### src/rtl/piso_pkg.sv
// Shared types and defaults for the parallel-in, serial-out serializer.
// The PARITY state is only reachable when PISO_PARITY_EN is defined.
package piso_pkg;

  typedef enum logic [1:0] {
    IDLE   = 2'd0,
    SHIFT  = 2'd1,
    PARITY = 2'd2
  } piso_state_t;

  localparam int PISO_DEFAULT_WIDTH = 4;

endpackage

### src/rtl/piso_serializer.sv
// PISO serializer: valid/ready word load, MSB-first serial output with frame/done strobes.
// Optional even-parity trailer bit when PISO_PARITY_EN is defined.
module piso_serializer
  import piso_pkg::*;
#(
  parameter int WIDTH = PISO_DEFAULT_WIDTH
) (
  input  logic             clk,
  input  logic             reset,
  input  logic             load_valid_i,
  output logic             load_ready_o,
  input  logic [WIDTH-1:0] data_i,
  output logic             x_o,
  output logic             frame_o,
  output logic             done_o
);

  localparam int CNT_W = $clog2(WIDTH + 1);
  localparam logic [CNT_W-1:0] LAST_BIT = CNT_W'(WIDTH - 1);

  piso_state_t      state_r, state_next_s;
  logic [WIDTH-1:0] shreg_r, shreg_next_s;
  logic [CNT_W-1:0] cnt_r, cnt_next_s;
  logic             accept_s;
  logic             x_next_s, frame_next_s, done_next_s, ready_next_s;
`ifdef PISO_PARITY_EN
  logic             parity_r, parity_next_s;

  function automatic logic even_parity(input logic [WIDTH-1:0] word);
    return ^word;
  endfunction
`endif

  assign accept_s = load_valid_i && load_ready_o;

  // Next-state, shifter and counter; outputs are then derived from these next values.
  always_comb begin
    state_next_s = state_r;
    shreg_next_s = shreg_r;
    cnt_next_s   = cnt_r;
`ifdef PISO_PARITY_EN
    parity_next_s = parity_r;
`endif
    case (state_r)
      IDLE: begin
        if (accept_s) begin
          state_next_s = SHIFT;
          shreg_next_s = data_i;
          cnt_next_s   = '0;
`ifdef PISO_PARITY_EN
          parity_next_s = even_parity(data_i);
`endif
        end else begin
          state_next_s = IDLE;
        end
      end
      SHIFT: begin
        if (cnt_r == LAST_BIT) begin
`ifdef PISO_PARITY_EN
          state_next_s = PARITY;
          shreg_next_s = {shreg_r[WIDTH-2:0], 1'b0};
`else
          if (accept_s) begin
            state_next_s = SHIFT;
            shreg_next_s = data_i;
            cnt_next_s   = '0;
          end else begin
            state_next_s = IDLE;
            shreg_next_s = '0;
            cnt_next_s   = '0;
          end
`endif
        end else begin
          shreg_next_s = {shreg_r[WIDTH-2:0], 1'b0};
          cnt_next_s   = cnt_r + CNT_W'(1);
        end
      end
      PARITY: begin
`ifdef PISO_PARITY_EN
        if (accept_s) begin
          state_next_s  = SHIFT;
          shreg_next_s  = data_i;
          cnt_next_s    = '0;
          parity_next_s = even_parity(data_i);
        end else begin
          state_next_s = IDLE;
          shreg_next_s = '0;
          cnt_next_s   = '0;
        end
`else
        state_next_s = IDLE;
`endif
      end
      default: begin
        state_next_s = IDLE;
        shreg_next_s = '0;
        cnt_next_s   = '0;
      end
    endcase
  end

  // Output decode from the upcoming state so every output comes straight from a flop.
  always_comb begin
    x_next_s     = 1'b0;
    frame_next_s = 1'b0;
    done_next_s  = 1'b0;
    ready_next_s = 1'b0;
    case (state_next_s)
      IDLE: begin
        ready_next_s = 1'b1;
      end
      SHIFT: begin
        x_next_s     = shreg_next_s[WIDTH-1];
        frame_next_s = 1'b1;
`ifndef PISO_PARITY_EN
        done_next_s  = (cnt_next_s == LAST_BIT);
        ready_next_s = (cnt_next_s == LAST_BIT);
`endif
      end
      PARITY: begin
`ifdef PISO_PARITY_EN
        x_next_s     = parity_next_s;
        frame_next_s = 1'b1;
        done_next_s  = 1'b1;
        ready_next_s = 1'b1;
`else
        ready_next_s = 1'b1;
`endif
      end
      default: begin
        ready_next_s = 1'b1;
      end
    endcase
  end

  // State, datapath and output registers.
  always_ff @(posedge clk or posedge reset) begin
    if (reset) begin
      state_r      <= IDLE;
      shreg_r      <= '0;
      cnt_r        <= '0;
      x_o          <= 1'b0;
      frame_o      <= 1'b0;
      done_o       <= 1'b0;
      load_ready_o <= 1'b1;
`ifdef PISO_PARITY_EN
      parity_r     <= 1'b0;
`endif
    end else begin
      state_r      <= state_next_s;
      shreg_r      <= shreg_next_s;
      cnt_r        <= cnt_next_s;
      x_o          <= x_next_s;
      frame_o      <= frame_next_s;
      done_o       <= done_next_s;
      load_ready_o <= ready_next_s;
`ifdef PISO_PARITY_EN
      parity_r     <= parity_next_s;
`endif
    end
  end

endmodule

### config.mk
export PLATFORM = sky130hd
export DESIGN_NAME = piso_serializer
export DESIGN_NICKNAME = d
export VERILOG_FILES = /design/src/rtl/piso_pkg.sv /design/src/rtl/piso_serializer.sv
export SDC_FILE = /design/constraint.sdc
export NUM_CORES = 1
export LEC_CHECK = 0
export CAP_MARGIN = 20
export CELL_PAD_IN_SITES_DETAIL_PLACEMENT = 0
export CELL_PAD_IN_SITES_GLOBAL_PLACEMENT = 1
export CORE_MARGIN = 2
export CORE_UTILIZATION = 40
export CTS_BUF_LIST = sky130_fd_sc_hd__clkbuf_4 sky130_fd_sc_hd__clkbuf_8 sky130_fd_sc_hd__clkbuf_16
export CTS_CLUSTER_SIZE = 20
export DETAILED_ROUTE_END_ITERATION = 7
export MAX_ROUTING_LAYER = met4
export PLACE_DENSITY_LB_ADDON = 0.1
export SYNTH_ARGS = -nofsm -noshare
export SYNTH_HDL_FRONTEND = slang
export SYNTH_SLANG_ARGS = --single-unit
### constraint.sdc
create_clock -name clk -period 4.2 [get_ports clk]
set_clock_uncertainty 0.05 [all_clocks]
set_input_delay 0.42 -clock clk [delete_from_list [all_inputs] [get_ports clk]]
set_output_delay 0.42 -clock clk [all_outputs]
set_load 0.01 [all_outputs]
==> impl_metrics.json <==
{
  "status": "completed",
  "p_leak_uw": 0.0003129,
  "cp_data_arrival_time_ns": 1.34,
  "timing.rr.end": "done_o",
  "cts_setup_buffers": 0,
  "row_count": 13,
  "rsz0062_at_grt": "no",
  "grt_pass1_vias": 433,
  "total_power_uw": 286.0,
  "clkPwrFrac_pct": 27.9,
  "drc": 0,
  "ys_warn_count": 0,
  "cts_buffers": 3,
  "maxCapViolCount": 0,
  "vias": 415,
  "powerDensity_nw_per_um2": 408.2,
  "die_h_um": 41.52,
  "switching_share_pct": 27.50,
  "cp_cell_sequence": "clkdlybuf4s50_1",
  "synth_edf_count": 0,
  "fin_crit_sh_pct": 43.17,
  "core_area_sq_um": 1301,
  "syn-cell-area_sq_um": 563.0,
  "grt_overflow": 0,
  "multi_input_area_sq_um": 239.0,
  "cp_num_buf_inv": 1,
  "postCtsHoldBufs": 0,
  "required_ns": 3.73,
  "reg2reg_depth": 5,
  "p_int_uw": 207.3,
  "synthFlopType": "dfrtp_1",
  "final_cell_mix": "dfrtp_1 (11), clkdlybuf4s50_1 (10), nor2_1 (5), a21oi_1 (4), clkbuf_4 (4)",
  "r2r_slack_ns": 2.59,
  "ys_seq_area_share_pct": 53.56,
  "drive_gt1_share_pct": 17.74,
  "syn_to_final_growth_pct": 24.44,
  "p_seq_share_pct": 50.5,
  "pin_count": 11,
  "p_switching_uw": 78.65,
  "antenna_left": 0,
  "setup_viol": 0,
  "cts_tree": "built",
  "drt-wirelength-per-cell_um": 13.60,
  "die_w_um": 41.52,
  "critPathMaxStageDelay_ns": 0.55,
  "r2r_start": "cnt_r[0]",
  "regArea_sq_um": 301.5,
  "avgSynthCellArea_sq_um": 11.49,
  "grtUsageTotal_pct": 14.74,
  "drtIter0Drc": 6,
  "fin_crit_ns": 1.813,
  "critical_path.max_fanout": 4,
  "hold_violations": 0,
  "final_nets": 71,
  "grt_pass1_wl_um": 1835,
  "fillCellCount": 125,
  "endpoint_kind": "primary output",
  "grt_max_degree": 13,
  "io_buffer_count": 10,
  "synth-seq-cells": 12,
  "finalSetupTns_ns": 0,
  "antenna_found_initial": 0,
  "insertion_delay_ns": 0.27,
  "cts_root_buf": "clkbuf_4",
  "crit_slowest_cell": "dfstp_2",
  "peakVddDrop_mv": 0.2014,
  "n_antenna_cell": 0,
  "pwr-share-comb_pct": 21.6,
  "synth.distinct_cells": 25,
  "finalWirelength_um": 1047,
  "initial_core_util_pct": 43.27,
  "dieArea_sq_um": 1724,
  "final_common_cell": "dfrtp_1",
  "crit_type": "register to primary output",
  "dr.pass1.iters": 4,
  "clk_pin_slew_ns": 0.07,
  "cts.repair.resized": 0,
  "critPathTopFamily": "flip-flops",
  "clock_path_buffers": 2,
  "clock-sinks": 12,
  "final_core_util_pct": 53.85,
  "finalMaxSlewViolations": 0,
  "place_congestion": 0.7753,
  "async_flop_share_pct": 100.0,
  "min_path_type": "primary input to async pin",
  "place_hpwl_um": 812.3,
  "drt-vias-per-instance": 5.390,
  "fmax_mhz": 551.6,
  "syn_nets": 57,
  "start_kind": "register",
  "synth_cells": 49,
  "h-tree-depth": 1
}
## per-layer routing
| metal | vias to the layer above | track usage [%] | share of wire, % |
|---|---|---|---|
| met5 | - | - | 0 |
| met4 | 0 | 11.61 | 3.3 |
| met3 | 5 | 4.348 | 5.0 |
| met2 | 14 | 21.88 | 48 |
| met1 | 195 | 16.39 | 43 |
| li1 | 201 | - | - |
## how the worst max path moves through the flow
stage,start,cells past startpoint,slack [ns],endpoint
3_5_place_dp,load_valid_i,5,2.24,done_o
2_1_floorplan,load_ready_o,4,2.71,done_o
5_1_grt,load_ready_o,1,2.33,load_ready_o
4_1_cts,load_ready_o,1,2.37,load_ready_o
6_report,load_ready_o,1,2.39,load_ready_o
3_3_place_gp,load_valid_i,5,2.29,done_o
## cells in the mapped netlist (all sizes together) (2+ instances only)
master	n	area share [%]
a221oi	2	3.1
nor2	5	3.3
a21oi	4	3.6
inv	3	2.0
dfrtp	11	49
o21ai	2	1.8
nand2	3	2.0
nor2b	2	2.2
## stage by stage
step / cell area [sq um] / std cells / hold slack, ns / setup slack [ns]
floorplan: 563.0 / 49 / 0.2340 / 2.707
detailed placement: 670.6 / 73 / 0.4339 / 2.243
finish: 700.7 / 77 / 0.4061 / 2.387
global placement: 670.6 / 73 / 0.4280 / 2.292
global route: 700.7 / 77 / 0.4465 / 2.334
CTS: 700.7 / 77 / 0.4195 / 2.373
## sequential cells by signal, summed over array words and instances, names as in the netlist
name,cells
cnt_r,3
done_o,1
state_r,2
frame_o,1
shreg_r,3
x_o,1
load_ready_o,1
## power by group through the flow
stage / registers, uW / clock network [uW] / logic (uW)
6_report: 145 / 79.7 / 61.8
4_1_cts: 145 / 83.4 / 62.4
2_1_floorplan: 145 / 0 / 40.9
5_1_grt: 147 / 90.7 / 68.6
3_5_place_dp: 147 / 0 / 62.1
3_3_place_gp: 147 / 0 / 60.4
## cells by family after synthesis
logic type | count (synthesis) | share of synthesized area, %
AO/OA/AOI/OAI | 14 | 19.78
multiplexers | 1 | 2.000
AND/OR/NAND/NOR | 16 | 17.78
other | 1 | 0.6660
adder cells (fa/ha/maj) | 1 | 2.222
flip-flops | 12 | 53.56
buffers and inverters | 4 | 4.000
## area by class of cell
cell class                      count  share of cell area, %
Tap cell                           15                  2.679
Clock buffer                        4                  4.286
Inverter                            3                  1.607
Sequential cell                    12                  43.04
Multi-Input combinational cell     33                  34.11
Timing Repair Buffer               10                  14.29
No activity file was read; power rests on OpenSTA's default activity.
